### src/rtl/program_streamer.sv
// program_streamer: holds a small program image in RAM and streams it, one byte
// per valid/ready handshake, into the CPU's byte input. A HALT_OP byte or the
// programmed length ends the stream; the CPU error input aborts it.
module program_streamer #(
   parameter int          DEPTH   = 16,
   parameter int          AW      = 4,
   parameter logic [7:0]  HALT_OP = 8'hFF
) (
   input  logic          clk,
   input  logic          reset,
   input  logic          wr_en,
   input  logic [AW-1:0] wr_addr,
   input  logic [7:0]    wr_data,
   input  logic          start,
   input  logic [AW:0]   prog_len,
   input  logic          ready,
   input  logic          error,
   output logic [7:0]    out,
   output logic          valid,
   output logic          busy,
   output logic          done,
   output logic          aborted
);

   typedef enum logic [1:0] {
      ST_IDLE  = 2'd0,
      ST_RUN   = 2'd1,
      ST_DONE  = 2'd2,
      ST_ABORT = 2'd3
   } state_t;

   localparam logic [AW:0] DEPTH_L = (AW+1)'(DEPTH);

   state_t          state_r, state_s;
   logic [AW-1:0]   addr_r, addr_s;
   logic [AW:0]     len_r, len_s;
   logic [7:0]      out_r, out_s;
   logic            valid_r, valid_s;
   logic            busy_r, done_r, aborted_r;
   logic [7:0]      mem_r [DEPTH];

   logic [AW:0]     len_clamp_s;
   logic [AW:0]     addr_inc_s;
   logic [AW-1:0]   addr_next_s;

   // Clamp the requested length to the RAM depth and form the next read address.
   always_comb begin
      len_clamp_s = prog_len;
      if (prog_len > DEPTH_L) begin
         len_clamp_s = DEPTH_L;
      end else begin
         len_clamp_s = prog_len;
      end
      // Wide increment so "addr+1 == len" is exact even when len equals DEPTH.
      addr_inc_s  = {1'b0, addr_r} + {{AW{1'b0}}, 1'b1};
      addr_next_s = addr_inc_s[AW-1:0];
   end

   // Next-state and next-output logic for the streaming FSM.
   always_comb begin
      state_s = state_r;
      addr_s  = addr_r;
      len_s   = len_r;
      out_s   = out_r;
      valid_s = valid_r;
      case (state_r)
         ST_IDLE, ST_DONE, ST_ABORT: begin
            if (start) begin
               if (len_clamp_s == {(AW+1){1'b0}}) begin
                  state_s = ST_DONE;
                  valid_s = 1'b0;
                  out_s   = 8'h00;
               end else begin
                  state_s = ST_RUN;
                  len_s   = len_clamp_s;
                  addr_s  = {AW{1'b0}};
                  out_s   = mem_r[{AW{1'b0}}];
                  valid_s = 1'b1;
               end
            end else begin
               valid_s = 1'b0;
               out_s   = 8'h00;
            end
         end
         ST_RUN: begin
            // error outranks a same-cycle handshake: that byte is not delivered.
            if (error) begin
               state_s = ST_ABORT;
               valid_s = 1'b0;
               out_s   = 8'h00;
            end else if (valid_r && ready) begin
               if ((out_r == HALT_OP) || (addr_inc_s == len_r)) begin
                  state_s = ST_DONE;
                  valid_s = 1'b0;
                  out_s   = 8'h00;
               end else begin
                  addr_s  = addr_next_s;
                  out_s   = mem_r[addr_next_s];
                  valid_s = 1'b1;
               end
            end else begin
               state_s = ST_RUN;
            end
         end
         default: begin
            state_s = ST_IDLE;
            valid_s = 1'b0;
            out_s   = 8'h00;
         end
      endcase
   end

   // State, datapath and registered status decodes.
   always_ff @(posedge clk) begin
      if (reset) begin
         state_r   <= ST_IDLE;
         addr_r    <= {AW{1'b0}};
         len_r     <= {(AW+1){1'b0}};
         out_r     <= 8'h00;
         valid_r   <= 1'b0;
         busy_r    <= 1'b0;
         done_r    <= 1'b0;
         aborted_r <= 1'b0;
      end else begin
         state_r   <= state_s;
         addr_r    <= addr_s;
         len_r     <= len_s;
         out_r     <= out_s;
         valid_r   <= valid_s;
         busy_r    <= (state_s == ST_RUN);
         done_r    <= (state_s == ST_DONE);
         aborted_r <= (state_s == ST_ABORT);
      end
   end

   // Program RAM load port; closed while streaming and yields to start.
   always_ff @(posedge clk) begin
      if (wr_en && !start && (state_r != ST_RUN)) begin
         mem_r[wr_addr] <= wr_data;
      end
   end

   assign out     = out_r;
   assign valid   = valid_r;
   assign busy    = busy_r;
   assign done    = done_r;
   assign aborted = aborted_r;

endmodule

### config.mk
export PLATFORM = sky130hd
export DESIGN_NAME = program_streamer
export DESIGN_NICKNAME = d
export VERILOG_FILES = /design/src/rtl/program_streamer.sv
export SDC_FILE = /design/constraint.sdc
export NUM_CORES = 1
export LEC_CHECK = 0
export BUFFER_PORTS_ARGS = -buffer_cell sky130_fd_sc_hd__buf_2
export CAP_MARGIN = 20
export CORE_UTILIZATION = 54
export CTS_CLUSTER_SIZE = 24
export DETAILED_ROUTE_END_ITERATION = 6
export GPL_TIMING_DRIVEN = 1
export PLACE_DENSITY = 0.78
export SKIP_LAST_GASP = 1
export SLEW_MARGIN = 40
export SYNTH_ARGS = -nofsm -noshare
export SYNTH_HDL_FRONTEND = slang
export SYNTH_SLANG_ARGS = --single-unit
### constraint.sdc
create_clock -name clk -period 2.02 [get_ports clk]
set_clock_uncertainty 0.05 [all_clocks]
set_input_delay 0.202 -clock clk [delete_from_list [all_inputs] [get_ports clk]]
set_output_delay 0.202 -clock clk [all_outputs]
set_load 0.03 [all_outputs]
# == Yosys cells after proc, flatten, opt, wreduce, memory -nomap -nowiden ==
# Memories as Yosys holds them, arrays and structs flattened.
# Index checks and enable logic that the tools add are counted.
# classes
n_addsub,1
order_cmp,1
n_eq_ne,15
mux,27
bitwise_logic,1
n_reduce_logical,10
# op_table
operator,count
8-bit 2-to-1 mux,5
4-bit 2-to-1 mux,5
8-bit case mux with 2 select lines,1
2-bit 2-to-1 mux,5
2-bit inequality test (second input constant),5
2-bit == test (second input constant),4
8-bit == test (second input constant),1
4-bit case mux with 2 select lines,1
1-bit 2-to-1 mux,7
4-bit by 1-bit adder with 5-bit output (second input constant),1
5-bit == test,1
5-bit greater-than comparator (second input constant),1
5-bit logical NOT,1
5-bit 2-to-1 mux,1
5-bit AND reduction,1
2-bit by 1-bit == test with 1-bit output (second input constant),2
2-bit case mux with 2 select lines,1
1-bit logical AND,3
3-bit inequality test (second input constant),1
3-bit AND reduction,1
3-bit OR reduction,1
2-bit logical NOT,1
2-bit by 1-bit inequality test with 1-bit output (second input constant),1
1-bit case mux with 2 select lines,1
other kinds (3),3
# totals
regBits,23
ramBits,128
in_bits,23
output_inout_bits,12
elab_cells,64
n_memories,1
# memory_table
memory,depth,width,read_ports,rd_ports_with_merged_regs,write_ports,line,text
mem_r,16,8,2,0,1,40,logic [7:0] mem_r [DEPTH];

# == Longest topological paths before layout ==
# Gate-level depths: netlist of the first run.
# depth
depth_word,8
mapped_depth,9
ltp_nobuf,7

# == Worst setup path after synthesis of the first run ==
# Ideal clock, no wire load.
# synth_timing
kind,flip-flop to flip-flop
start,register addr_r[0]
end,register out_r[0] (netlist: out[0])
setup_ns,0.126
arrival_time_ns,2.069
required_time_ns,1.844
setup_slack_ns,-0.225
path_stages_with_launch,10
n_path_buf,3
synth_period_minus_slack_ns,2.245
cell_sequence,dfxtp_1 > ha_1 > buf_4 > xor2_1 > buf_2 > buf_4 > mux2i_1 > o22ai_1 > o41ai_1 > o21ai_0
# synth_via
elab_chain_cells,7
word_cells_on_any_way,8
cone_classes,add/sub: 1; eq/ne: 1; mux: 4; reduce/logical: 1; memory: 1
# synth_rtl
element,line,text
from (decl),35,"logic [AW-1:0] addr_r, addr_s;"
from (signal assigned),117,addr_r <= {AW{1'b0}};
from (signal assigned),126,addr_r <= addr_s;
4-bit by 1-bit adder with 5-bit output *,55,"addr_inc_s = {1'b0, addr_r} + {{AW{1'b0}}, 1'b1};"
"parallel branches: the longest is 2 deep, another holds memory read 16 x 8 bit",-,
8-bit 2-to-1 mux *,92,if ((out_r == HALT_OP) || (addr_inc_s == len_r)) begin
8-bit 2-to-1 mux *,91,end else if (valid_r && ready) begin
8-bit 2-to-1 mux *,87,if (error) begin
8-bit case mux with 2 select lines *,66,case (state_r)
to (signal assigned),128,out_r <= out_s;
to (decl),37,"logic [7:0] out_r, out_s;"
# Every way passes the cells marked *. The select of a mux whose other input is x is not followed.
# A chain may end at the register's enable or synchronous reset.

# == Final worst setup path of the first run ==
# layout_timing
start,register addr_r[0]
end,register done_r (netlist: done)
# layout_via
elab_chain_cells,8
# layout_rtl
element,line,text
4-bit by 1-bit adder with 5-bit output,55,
5-bit == test,92,
1-bit logical OR,92,
2-bit 2-to-1 mux,92,
2-bit 2-to-1 mux,91,
2-bit 2-to-1 mux,87,
2-bit case mux with 2 select lines,66,
2-bit == test,131,done_r <= (state_s == ST_DONE);
to (signal assigned),131,
to (decl),39,"logic busy_r, done_r, aborted_r;"
# No other way between the ends.

==> results.rst, run 1 <==
.. list-table::
   :header-rows: 1

   * - Metric
     - Value
   * - Post-placement worst setup slack
     - -328.3 ps
   * - CTS HTree Levels
     - 4
   * - Antenna violations before repair
     - 0
   * - Residual antenna-violating net count after detailed routing
     - 0
   * - Portion of the clock cycle consumed by the worst path in the final layout
     - 1.047
   * - Overall power
     - 0.006908 W
   * - Maximum fanout encountered on the critical timing path
     - 4
   * - Average wire length per cell after detail routing
     - 22.79 um
   * - Residual DRC
     - 0
   * - Synth Area in Compound Gates
     - 0.06378
   * - Violated checks
     - setup timing
   * - WP data required
     - 2330 ps
   * - Max-Slew Margin vs Limit
     - 0.4989
   * - Number of sinks driven by the clock tree
     - 151
   * - Post-synthesis cell area
     - 0.006101 mm^2
   * - Highest Clock Rate
     - 473.0 MHz
   * - Adder-cell share of the synthesized area
     - 0.002051
   * - Average instance area after synthesis
     - 14.35 um^2
   * - Cell depth of the worst min-delay path
     - 3
   * - Iteration-0 DRC count of the detailed router
     - 593
   * - Source of the critical timing path
     - addr_r[0]$_SDFFE_PP0P_
   * - Clock buffer depth
     - 2
   * - Clock Power Share
     - 0.457
   * - Detailed-router iteration count before antenna repair
     - 6
   * - Final Hold Viols
     - 0
   * - Fraction of synthesized cell area in xor and xnor cells
     - 0.01272
   * - Clock tree from TritonCTS
     - yes
   * - Number of vias in the routed layout
     - 4071
   * - Worst vdd rail ir drop
     - 0.0007002 V
   * - Root buf cell
     - sky130_fd_sc_hd__clkbuf_16
   * - Clock latency on the worst-skew pair
     - 420 ps
   * - Fin util
     - 0.7033
   * - Critical path start-end classification
     - flop to flop
   * - Min-Delay Startpoint
     - prog_len[4]
   * - Sequential group share of total power
     - 0.498
   * - Final period demand of the worst path
     - 2114 ps
   * - Number of buffers added to fix hold violations after cts
     - 0
   * - IO Pins
     - 35
   * - Overflow left after global routing
     - 0
   * - Net switching fraction of the power
     - 0.2106
   * - Cell-internal power
     - 0.005453 W
   * - Most frequent standard cell in the layout excluding fill and tap cells
     - sky130_fd_sc_hd__edfxtp_1
   * - Synth Instances
     - 425
   * - Share of synthesized area spent on multiplexers
     - 0.08901
   * - Final estimated routing congestion in global placement
     - 0.8667
   * - Area Growth Syn to Fin
     - 26.07%
   * - Yosys reg bits
     - 151
   * - Core footprint
     - 0.01094 mm^2
   * - Commonest cells after routing, fill and taps aside
     - sky130_fd_sc_hd__edfxtp_1 (128), sky130_fd_sc_hd__nand2_1 (61), sky130_fd_sc_hd__buf_4 (38)
   * - Ant diodes
     - 0
   * - Post-synth cell types
     - 40
   * - Dominant combinational cell family by area after synthesis
     - simple AND/OR/NAND/NOR gates
   * - Crit path capture type
     - flop
   * - Run status
     - finished with violations
   * - Die span in y
     - 108.3 um
   * - Post-Route WL
     - 15040 um
   * - Starting Density
     - 0.5579
   * - Clk slew on worst S/H paths
     - 60 ps
   * - Worst Slack Setup Final
     - -93.99 ps
   * - Arrival time at the worst endpoint
     - 2430 ps
   * - Final HPWL DP
     - 9049 um
   * - Critical register-to-register path startpoint
     - addr_r[0]$_SDFFE_PP0P_
   * - Worst Tran Pin Value
     - 747.6 ps
   * - Drt via density
     - 6.168
   * - I/O Buffers
     - 34
   * - Number of max-cap violations
     - 0
   * - Worst min-delay path category
     - input port to flop
   * - Yosys warnings
     - 0
   * - Register area share after synthesis
     - 0.7055
   * - Logic gate share of total power
     - 0.046
   * - Setup repair after global routing missed its margin
     - yes
   * - Maximum number of pins on one net before global-route repair
     - 23
   * - Power per unit of standard cell area
     - 898.1 mW/mm^2
   * - Syn_nets
     - 449
   * - Leakage
     - 2.679 nW
   * - Layout cells sized above 1
     - 0.3288
   * - Number of global-route vias before repair
     - 3979
   * - # nets final
     - 533
   * - Sw power
     - 0.001455 W
   * - Number of buffers created by CTS
     - 17
   * - Setup violations, final
     - 10
   * - Number of pins exceeding their max-slew limit in the final report
     - 0
   * - Simple-gate area share of the yosys netlist
     - 0.1103
   * - X dimension of the die
     - 108.3 um
   * - Worst R2R Path Depth
     - 9
   * - Startpoint type of the worst setup path
     - flop
   * - Site Rows
     - 38
   * - Die area
     - 0.01173 mm^2
   * - Wire length of the first global-routing pass
     - 22030 um
   * - GR Util All Layers
     - 0.2719
[final cells by class]
type / count / area, um^2
clock buffers: 18 / 429.2
repair buffers: 85 / 696.9
multi-input cells: 253 / 1923
clock inverters: 12 / 153.9
flip-flops and latches: 151 / 4309
well taps: 140 / 175.2
fillers: 693 / 3244
inverters: 1 / 3.754
[cells in the mapped netlist, drive strengths merged]
| cell type | n | area share |
|---|---|---|
| mux2i | 16 | 0.026 |
| nand3b | 3 | 0.0037 |
| nor3b | 5 | 0.0062 |
| or2 | 1 | 0.0010 |
| nand2 | 64 | 0.039 |
| a21oi | 27 | 0.022 |
| nor3 | 9 | 0.0082 |
| ha | 1 | 0.0021 |
| xor2 | 4 | 0.0057 |
| nand2b | 8 | 0.0082 |
| o22ai | 7 | 0.0072 |
| or4 | 1 | 0.0012 |
| and2 | 2 | 0.0021 |
| clkbuf | 9 | 0.0055 |
| a211oi | 2 | 0.0033 |
| dfxtp | 23 | 0.075 |
| o41ai | 7 | 0.010 |
| edfxtp | 128 | 0.63 |
| mux2 | 2 | 0.0037 |
| nor4 | 1 | 0.0010 |
| a211o | 1 | 0.0014 |
| nor4bb | 1 | 0.0016 |
| or3 | 2 | 0.0021 |
| nor2 | 29 | 0.018 |
| nand4 | 2 | 0.0021 |
| nand3 | 15 | 0.012 |
| inv | 1 | 0.00061 |
| nor2b | 2 | 0.0021 |
| a22oi | 8 | 0.0098 |
| mux4 | 16 | 0.059 |
| o21ai | 12 | 0.0098 |
| nor4b | 1 | 0.0014 |
| xnor2 | 4 | 0.0070 |
| buf | 11 | 0.010 |
[power groups by stage]
stage                     clock (W)  combinational, W  sequential [W]
final                       0.00315          0.000315         0.00344
after global routing        0.00330          0.000336         0.00344
after floorplan                   0          0.000111         0.00353
after detailed placement          0          0.000278         0.00350
after global placement            0          0.000267         0.00350
after CTS                   0.00317          0.000294         0.00344
[path summary, 6_finish.rpt]
check                                        endpoint  slack, ps
worst max register to register        done$_SDFF_PP0_        -90
worst min register to register  len_r[1]$_SDFFE_PP0P_        480
worst min-delay path            len_r[4]$_SDFFE_PP0P_         70
worst max-delay path                  done$_SDFF_PP0_        -90
[per-stage QoR]
stage	instance area, um^2	TNS, ps	hold slack (ps)	instances
detailed placement	6763	-1598	459.9	620
floorplan	6155	0	250.9	425
global route	7691	-1259	94.72	660
global placement	6758	-1138	447.2	620
CTS	7523	-259.1	53.91	656
finish	7691	-414.9	69.88	660
[metal layers]
layer / GRT usage / routed length [um]
met5: 0 / 0
met2: 0.4340 / 7434
met3: 0.06329 / 1420
met1: 0.3467 / 5674
met4: 0.1477 / 511
[registers in the layout, summed over array words and instances (netlist names)]
| register | flops |
|---|---|
| aborted | 1 |
| addr_r | 4 |
| busy | 1 |
| done | 1 |
| len_r | 5 |
| mem_r | 128 |
| out | 8 |
| state_r | 2 |
| valid | 1 |
[worst max-delay path, stage by stage (launching register included)]
cell                       delay, ps
sky130_fd_sc_hd__dfxtp_4         360
sky130_fd_sc_hd__ha_4            200
sky130_fd_sc_hd__xnor2_4         150
sky130_fd_sc_hd__a211o_1         280
sky130_fd_sc_hd__a211oi_2        300
sky130_fd_sc_hd__buf_4           190
sky130_fd_sc_hd__nor2_2           40
sky130_fd_sc_hd__buf_6           150
sky130_fd_sc_hd__o21ai_4         180
sky130_fd_sc_hd__and2_4          160
[logic make-up (layout without fill, tap and decap cells)]
| kind of cell | after synthesis | in the layout |
|---|---|---|
| XOR/XNOR | 8 | 8 |
| AND/OR/NAND/NOR | 146 | 146 |
| multiplexers | 34 | 34 |
| flip-flops | 151 | 151 |
| buffers and inverters | 21 | 116 |
| adder cells (fa/ha/maj) | 1 | 1 |
| AO/OA/AOI/OAI | 64 | 64 |
[what timing repair did]
action	4_1_cts	5_1_grt
cloned	2	1
gates resized for setup	17	35
pin swaps	5	22
endpoints found under the setup margin	40	49
setup buffers	4	3
Note: power is estimated with default switching activity, not from simulation.
==> run 2, diff against run 1 <==
--- a/config.mk
+++ b/config.mk
@@ -11,7 +11,8 @@
 export CTS_CLUSTER_SIZE = 24
 export DETAILED_ROUTE_END_ITERATION = 6
 export GPL_TIMING_DRIVEN = 1
-export PLACE_DENSITY = 0.78
+export HOLD_SLACK_MARGIN = 0.06
+export PLACE_DENSITY = 0.83
 export SKIP_LAST_GASP = 1
 export SLEW_MARGIN = 40
 export SYNTH_ARGS = -nofsm -noshare
==> run 2 against run 1 <==
The flow still finishes with violations (setup timing). Count of clock-buffer cells in the layout rose by 2. Worst hold slack improved by 24 ps. Final area fell by 0.60%. Sequential cell count did not move. Sequential share of layout area rose by 0.36 points. Cell count did not move. Global-route usage rose by 0.10 points. Register-to-register slack improved by 30 ps. Fmax rose by 1.4%. Utilization fell by 0.42 points. First-iteration DRC count fell by 4.2%. Highest routed layer unchanged.
==> results.rst, run 2 (synthesis gave the netlist of run 1 again) <==
.. list-table::
   :header-rows: 1

   * - Metric
     - Value
   * - Run status
     - finished with violations (unchanged)
   * - Violated checks
     - setup timing (unchanged)
   * - Global route hottest layer
     - met2 (unchanged)
   * - Number of max-cap violations
     - 0 (unchanged)
   * - Logic gate share of total power
     - 0.043 (was 0.046)
   * - Number of buffers created by CTS
     - 17 (unchanged)
   * - Site Rows
     - 38 (unchanged)
   * - Commonest cells after routing, fill and taps aside
     - sky130_fd_sc_hd__edfxtp_1 (128), sky130_fd_sc_hd__nand2_1 (64), sky130_fd_sc_hd__buf_4 (39) (was sky130_fd_sc_hd__edfxtp_1 (128), sky130_fd_sc_hd__nand2_1 (61), sky130_fd_sc_hd__buf_4 (38))
   * - Layout cells sized above 1
     - 0.3019 (was 0.3288)
   * - Die span in y
     - 108.3 um (unchanged)
   * - Worst Slack Setup Final
     - -64.07 ps (was -93.99 ps)
   * - Maximum number of pins on one net before global-route repair
     - 21 (was 23)
   * - Worst hold path endpoint
     - addr_r[1]$_SDFFE_PP0P_ (was len_r[4]$_SDFFE_PP0P_)
   * - Cell-internal power
     - 0.005798 W (was 0.005453 W)
   * - Net switching fraction of the power
     - 0.2028 (was 0.2106)
   * - WP data required
     - 2330 ps (about the same)
   * - Antenna violations before repair
     - 0 (unchanged)
   * - Final HPWL DP
     - 9223 um (was 9049 um)
   * - IO Pins
     - 35 (unchanged)
   * - Highest Clock Rate
     - 479.8 MHz (was 473.0 MHz)
   * - Placed insts
     - 623 (was 620)
   * - Wire length of the first global-routing pass
     - 22110 um (was 22030 um)
   * - Cell depth of the worst min-delay path
     - 2 (was 3)
   * - Overflow left after global routing
     - 0 (unchanged)
   * - Residual antenna-violating net count after detailed routing
     - 0 (unchanged)
   * - Residual DRC
     - 0 (unchanged)
   * - Clock Power Share
     - 0.484 (was 0.457)
   * - Final Hold Viols
     - 0 (unchanged)
   * - Worst R2R Path Depth
     - 9 (unchanged)
   * - Power per unit of standard cell area
     - 951.3 mW/mm^2 (was 898.1 mW/mm^2)
   * - Global-route track usage on met1
     - 0.3422 (was 0.3467)
   * - I/O Buffers
     - 34 (unchanged)
   * - Startpoint type of the worst setup path
     - flop (unchanged)
   * - Most frequent standard cell in the layout excluding fill and tap cells
     - sky130_fd_sc_hd__edfxtp_1 (unchanged)
   * - Final estimated routing congestion in global placement
     - 0.9758 (was 0.8667)
   * - Critical path start-end classification
     - flop to flop (unchanged)
   * - Clock tree from TritonCTS
     - yes (unchanged)
   * - Clk slew on worst S/H paths
     - 60 ps (about the same)
   * - Detailed-router iteration count before antenna repair
     - 5 (was 6)
   * - Largest register by flop count
     - mem_r (unchanged)
   * - Worst min-delay path category
     - input port to flop (unchanged)
   * - Portion of the clock cycle consumed by the worst path in the final layout
     - 1.032 (was 1.047)
   * - Clock buffer depth
     - 2 (unchanged)
   * - Number of flip-flops in the largest register
     - 128 (unchanged)
   * - Area Growth Syn to Fin
     - 25.31% (was 26.07%)
   * - Multi-input gate area
     - 0.001894 mm^2 (was 0.001923 mm^2)
   * - Crit path capture type
     - flop (unchanged)
   * - Post-Route WL
     - 14780 um (was 15040 um)
   * - Setup repair after global routing missed its margin
     - yes (unchanged)
   * - Number of global-route vias before repair
     - 4059 (was 3979)
   * - R2R Path End
     - done$_SDFF_PP0_ (unchanged)
   * - Min-Delay Startpoint
     - reset (was prog_len[4])
   * - Drt via density
     - 6.177 (was 6.168)
   * - Root buf cell
     - sky130_fd_sc_hd__clkbuf_16 (unchanged)
   * - Setup violations, final
     - 9 (was 10)
   * - # nets final
     - 531 (was 533)
   * - Worst vdd rail ir drop
     - 0.0009617 V (was 0.0007002 V)
   * - GRT met2 Usage
     - 0.4299 (was 0.4340)
   * - Arrival time at the worst endpoint
     - 2400 ps (was 2430 ps)
   * - Count of placed standard cells in the final layout, fillers left out
     - 660 (unchanged)
   * - Ant diodes
     - 0 (unchanged)
   * - X dimension of the die
     - 108.3 um (unchanged)
   * - Starting Density
     - 0.5579 (unchanged)
   * - Average wire length per cell after detail routing
     - 22.40 um (was 22.79 um)
   * - Number of sinks driven by the clock tree
     - 151 (unchanged)
   * - Critical register-to-register path startpoint
     - addr_r[0]$_SDFFE_PP0P_ (unchanged)
   * - CTS HTree Levels
     - 4 (unchanged)
   * - Fin util
     - 0.6991 (was 0.7033)
   * - Combined flip-flop and latch cell area
     - 0.004310 mm^2 (was 0.004309 mm^2)
   * - Internal reg-to-reg setup slack
     - -60 ps (was -90 ps)
   * - Met3 track utilization from global routing
     - 0.07354 (was 0.06329)
   * - Fill cell count
     - 685 (was 693)
   * - GR Util All Layers
     - 0.2730 (was 0.2719)
   * - Worst Tran Pin Value
     - 556.6 ps (was 747.6 ps)
   * - Die area
     - 0.01173 mm^2 (unchanged)
   * - Clock latency on the worst-skew pair
     - 430 ps (was 420 ps)
   * - Sequential group share of total power
     - 0.473 (was 0.498)
   * - Sw power
     - 0.001475 W (was 0.001455 W)
   * - Max-Slew Margin vs Limit
     - 0.6269 (was 0.4989)
   * - Number of pins exceeding their max-slew limit in the final report
     - 0 (unchanged)
   * - Number of vias in the routed layout
     - 4077 (was 4071)
   * - Iteration-0 DRC count of the detailed router
     - 568 (was 593)
   * - Final period demand of the worst path
     - 2084 ps (was 2114 ps)
   * - Maximum fanout encountered on the critical timing path
     - 3 (was 4)
   * - Core footprint
     - 0.01094 mm^2 (unchanged)
   * - Overall power
     - 0.007273 W (was 0.006908 W)
   * - Leakage
     - 2.629 nW (was 2.679 nW)
==> run 2: critical path, stage by stage (launching register included) <==
cell and delay [ps]:
sky130_fd_sc_hd__dfxtp_4 350, sky130_fd_sc_hd__ha_4 250, sky130_fd_sc_hd__xor2_1 140, sky130_fd_sc_hd__a211o_1 270, sky130_fd_sc_hd__a211oi_4 280, sky130_fd_sc_hd__buf_6 170, sky130_fd_sc_hd__nor2_4 40, sky130_fd_sc_hd__buf_6 150
sky130_fd_sc_hd__o21ai_4 170, sky130_fd_sc_hd__and2_1 150
==> run 2: routing by layer <==
metal	share of wire	up-vias
li1	-	1783
met1	0.38	1984
met2	0.48	259
met3	0.092	51
met4	0.043	0
met5	0	-
==> run 2: repair_timing <==
item | CTS | global route
pin swaps | 3 | 10
gates cloned | 1 | 0
setup buffers | 1 | 2
resized for setup | 16 | 23
endpoints found under the hold margin | 2 | 0
endpoints found under the setup margin | 14 | 15
hold buffers | 2 | 0
==> run 2: cell type report <==
cell class / count / area share
clock inverter: 12 / 0.02750
tap: 140 / 0.02291
timing repair buffer: 83 / 0.07774
multi-input combinational: 253 / 0.2478
sequential: 151 / 0.5638
clock buffer: 20 / 0.05974
inverter: 1 / 0.0004910
==> run 2: worst max path at each step <==
stage / start / to / cells past startpoint
finish: addr_r[0]$_SDFFE_PP0P_ / done$_SDFF_PP0_ / 9
global route: addr_r[0]$_SDFFE_PP0P_ / done$_SDFF_PP0_ / 9
CTS: addr_r[0]$_SDFFE_PP0P_ / out[3]$_SDFFE_PP0P_ / 8
detailed placement: addr_r[2]$_SDFFE_PP0P_ / out[3]$_SDFFE_PP0P_ / 6
global placement: addr_r[2]$_SDFFE_PP0P_ / out[3]$_SDFFE_PP0P_ / 6
floorplan: addr_r[0]$_SDFFE_PP0P_ / addr_r[2]$_SDFFE_PP0P_ / 8
==> run 2: stage by stage <==
| step | hold WS [ps] | worst slack, ps | setup TNS, ps | instance area, um^2 |
|---|---|---|---|---|
| floorplan | 250.9 | 5.354 | 0 | 6155 |
| global placement | 448.8 | -128.7 | -218.6 | 6755 |
| detailed placement | 461.7 | -231.8 | -759.9 | 6755 |
| CTS | 69.66 | -15.16 | -33.61 | 7541 |
| global route | 98.91 | -135.4 | -1081 | 7645 |
| finish | 94.24 | -64.07 | -254.4 | 7645 |
==> run 2: power groups by stage <==
| stage | Combinational [W] | Clock (W) | Sequential (W) |
|---|---|---|---|
| 2_1_floorplan | 0.000111 | 0 | 0.00353 |
| 3_3_place_gp | 0.000267 | 0 | 0.00350 |
| 3_5_place_dp | 0.000278 | 0 | 0.00350 |
| 4_1_cts | 0.000288 | 0.00355 | 0.00344 |
| 5_1_grt | 0.000333 | 0.00367 | 0.00344 |
| 6_report | 0.000311 | 0.00352 | 0.00344 |
==> run 3, diff against run 2 <==
--- a/config.mk
+++ b/config.mk
@@ -6,8 +6,8 @@
 export NUM_CORES = 1
 export LEC_CHECK = 0
 export BUFFER_PORTS_ARGS = -buffer_cell sky130_fd_sc_hd__buf_2
-export CAP_MARGIN = 20
 export CORE_UTILIZATION = 54
+export CTS_CLUSTER_DIAMETER = 100
 export CTS_CLUSTER_SIZE = 24
 export DETAILED_ROUTE_END_ITERATION = 6
 export GPL_TIMING_DRIVEN = 1
@@ -18,3 +18,4 @@
 export SYNTH_ARGS = -nofsm -noshare
 export SYNTH_HDL_FRONTEND = slang
 export SYNTH_SLANG_ARGS = --single-unit
+export TNS_END_PERCENT = 5
==> run 3 against run 2 <==
The run still ends with setup timing left. Count of clock-buffer cells in the layout fell by 2. Critical endpoint is now out[7]$_SDFFE_PP0P_. Combinational power fell by 6%. Largest cell class unchanged. Register-to-register slack got worse by 40 ps. Sequential power barely moved. Critical path type unchanged. Cell count fell by 0.45%. Sequential cell count did not move. First-iteration DRC count fell by 24%.
==> results.rst, run 3 (synthesis gave the netlist of run 1 again) <==
.. list-table::
   :header-rows: 1

   * - Metric
     - Value
   * - Antenna violations before repair
     - 0 (unchanged)
   * - Total negative slack for setup checks
     - -634.3 ps (was -254.4 ps)
   * - Fill cell count
     - 698 (was 685)
   * - Iteration-0 DRC count of the detailed router
     - 432 (was 568)
   * - IO Pins
     - 35 (unchanged)
   * - Design area
     - 0.007477 mm^2 (was 0.007645 mm^2)
   * - Final period demand of the worst path
     - 2123 ps (was 2084 ps)
   * - Power per unit of standard cell area
     - 931.0 mW/mm^2 (was 951.3 mW/mm^2)
   * - Maximum number of pins on one net before global-route repair
     - 27 (was 21)
   * - Worst vdd rail ir drop
     - 0.0006830 V (was 0.0009617 V)
   * - Most frequent standard cell in the layout excluding fill and tap cells
     - sky130_fd_sc_hd__edfxtp_1 (unchanged)
   * - X dimension of the die
     - 108.3 um (unchanged)
   * - Final Hold Viols
     - 0 (unchanged)
   * - Crit path capture type
     - flop (unchanged)
   * - Number of buffers added to fix hold violations after cts
     - 0 (was 2)
   * - Die span in y
     - 108.3 um (unchanged)
   * - Ant diodes
     - 0 (unchanged)
   * - Cell breakdown of the critical path
     - ha_4 -> xor2_4 -> buf_4 -> clkbuf_16 -> nand2_1 -> a21oi_1 -> or4_1 -> a21oi_1 -> o21ai_0 (was ha_4 -> xor2_1 -> a211o_1 -> a211oi_4 -> buf_6 -> nor2_4 -> buf_6 -> o21ai_4 -> and2_1)
   * - Run status
     - finished with violations (unchanged)
   * - Clock latency on the worst-skew pair
     - 420 ps (was 430 ps)
   * - Number of max-cap violations
     - 0 (unchanged)
   * - Site Rows
     - 38 (unchanged)
   * - Combined flip-flop and latch cell area
     - 0.004308 mm^2 (was 0.004310 mm^2)
   * - Overflow left after global routing
     - 0 (unchanged)
   * - Overall power
     - 0.006961 W (was 0.007273 W)
   * - Number of vias in the routed layout
     - 4057 (was 4077)
   * - Detailed-router iteration count before antenna repair
     - 5 (unchanged)
   * - Fin util
     - 0.6838 (was 0.6991)
   * - Residual DRC
     - 0 (unchanged)
   * - Number of global-route vias before repair
     - 4008 (was 4059)
   * - GR Util All Layers
     - 0.2685 (was 0.2730)
   * - Cell depth of the worst min-delay path
     - 3 (was 2)
   * - # nets final
     - 529 (was 531)
   * - Max-Slew Margin vs Limit
     - 0.5565 (was 0.6269)
   * - Number of buffers created by CTS
     - 17 (unchanged)
   * - Worst Slack Setup Final
     - -103.1 ps (was -64.07 ps)
   * - Highest Clock Rate
     - 471.0 MHz (was 479.8 MHz)
   * - Leakage
     - 2.588 nW (was 2.629 nW)
   * - Number of pins exceeding their max-slew limit in the final report
     - 0 (unchanged)
   * - Worst R2R Path Depth
     - 9 (unchanged)
   * - Clock tree from TritonCTS
     - yes (unchanged)
   * - Portion of the clock cycle consumed by the worst path in the final layout
     - 1.051 (was 1.032)
   * - Max stage delay on crit path
     - 510 ps (was 350 ps)
   * - Layout cells sized above 1
     - 0.2843 (was 0.3019)
   * - I/O Buffers
     - 34 (unchanged)
   * - Setup repair after global routing missed its margin
     - yes (unchanged)
   * - Final estimated routing congestion in global placement
     - 0.8924 (was 0.9758)
   * - Final HPWL DP
     - 8994 um (was 9223 um)
   * - Multi-input gate area
     - 0.001795 mm^2 (was 0.001894 mm^2)
   * - Startpoint type of the worst setup path
     - flop (unchanged)
   * - Area Growth Syn to Fin
     - 22.56% (was 25.31%)
   * - Placed inst area
     - 0.006753 mm^2 (was 0.006755 mm^2)
   * - Maximum fanout encountered on the critical timing path
     - 13 (was 3)
   * - Violated checks
     - setup timing (unchanged)
   * - Worst slack on hold paths
     - 74.55 ps (was 94.24 ps)
   * - Core footprint
     - 0.01094 mm^2 (unchanged)
   * - Critical path start-end classification
     - flop to flop (unchanged)
   * - Worst Tran Pin Value
     - 661.6 ps (was 556.6 ps)
   * - Worst min-delay path category
     - input port to flop (unchanged)
   * - Residual antenna-violating net count after detailed routing
     - 0 (unchanged)
   * - Arrival time at the worst endpoint
     - 2370 ps (was 2400 ps)
   * - Post-Route WL
     - 14600 um (was 14780 um)
   * - Wire length of the first global-routing pass
     - 22030 um (was 22110 um)
   * - Die area
     - 0.01173 mm^2 (unchanged)
   * - Starting Density
     - 0.5579 (unchanged)
   * - Clock buffer depth
     - 2 (unchanged)
   * - WP data required
     - 2270 ps (was 2330 ps)
   * - Clk slew on worst S/H paths
     - 70 ps (was 60 ps)
   * - Most numerous cell on the critical path
     - sky130_fd_sc_hd__a21oi_1 (was sky130_fd_sc_hd__buf_6)
   * - Largest register by flop count
     - mem_r (unchanged)
   * - Critical-path top delay cell
     - sky130_fd_sc_hd__or4_1 (was sky130_fd_sc_hd__dfxtp_4)
   * - Setup violations, final
     - 11 (was 9)
   * - Number of sinks driven by the clock tree
     - 151 (unchanged)
   * - CTS HTree Levels
     - 4 (unchanged)
   * - Drt via density
     - 6.175 (was 6.177)
   * - Number of flip-flops in the largest register
     - 128 (unchanged)
   * - Commonest cells after routing, fill and taps aside
     - sky130_fd_sc_hd__edfxtp_1 (128), sky130_fd_sc_hd__nand2_1 (64), sky130_fd_sc_hd__buf_4 (40) (was sky130_fd_sc_hd__edfxtp_1 (128), sky130_fd_sc_hd__nand2_1 (64), sky130_fd_sc_hd__buf_4 (39))
   * - Average wire length per cell after detail routing
     - 22.22 um (was 22.40 um)
   * - Root buf cell
     - sky130_fd_sc_hd__clkbuf_16 (unchanged)
run 3: worst paths after layout:
| check | startpoint | end | slack [ps] |
|---|---|---|---|
| worst max-delay path | addr_r[1]$_SDFFE_PP0P_ | out[7]$_SDFFE_PP0P_ | -100 |
| worst min-delay path | prog_len[4] | len_r[4]$_SDFFE_PP0P_ | 70 |
| worst max register to register | addr_r[1]$_SDFFE_PP0P_ | out[7]$_SDFFE_PP0P_ | -100 |
| worst min register to register | mem_r[0][3]$_DFFE_PP_ | out[3]$_SDFFE_PP0P_ | 480 |
run 3: what timing repair did:
action	in CTS	in global routing
buffers inserted	0	3
resized for setup	6	8
pin swaps	0	6
cloned	0	1
endpoints found under the setup margin	12	46
run 3: metrics by stage:
step | std cells | setup slack, ps
after floorplan | 425 | -40.31
after global placement | 622 | -205.9
after detailed placement | 622 | -257.8
after CTS | 653 | -50.26
after global routing | 657 | -151.2
final | 657 | -103.1
run 3: area by class of cell:
type,count,area share
inverters,1,0.0005020
clock inverters,13,0.02242
well taps,140,0.02343
clock buffers,18,0.05740
repair buffers,81,0.07999
multi-input cells,253,0.2401
flip-flops and latches,151,0.5761
run 3: metal layers:
layer	track usage	wire, um	share of wire
met1	0.3450	5567	0.38
met2	0.4372	7028	0.48
met3	0.06269	1581	0.11
met4	0.1216	418	0.029
met5	0	0	0
run 3: critical path: cells and delay by family, from the launching register on:
family	cells	cell delay, ps
buf+inv	2	320
flops	1	330
simple gates	2	590
compound gates	3	330
fa+ha+maj	1	190
xor+xnor	1	190
run 3: power by group:
part           switching, W  total (W)  internal [W]
Combinational      0.000195   0.000292     0.0000962
Sequential        0.0000265    0.00344       0.00341
Clock               0.00128    0.00323       0.00195
Total               0.00150    0.00696       0.00546
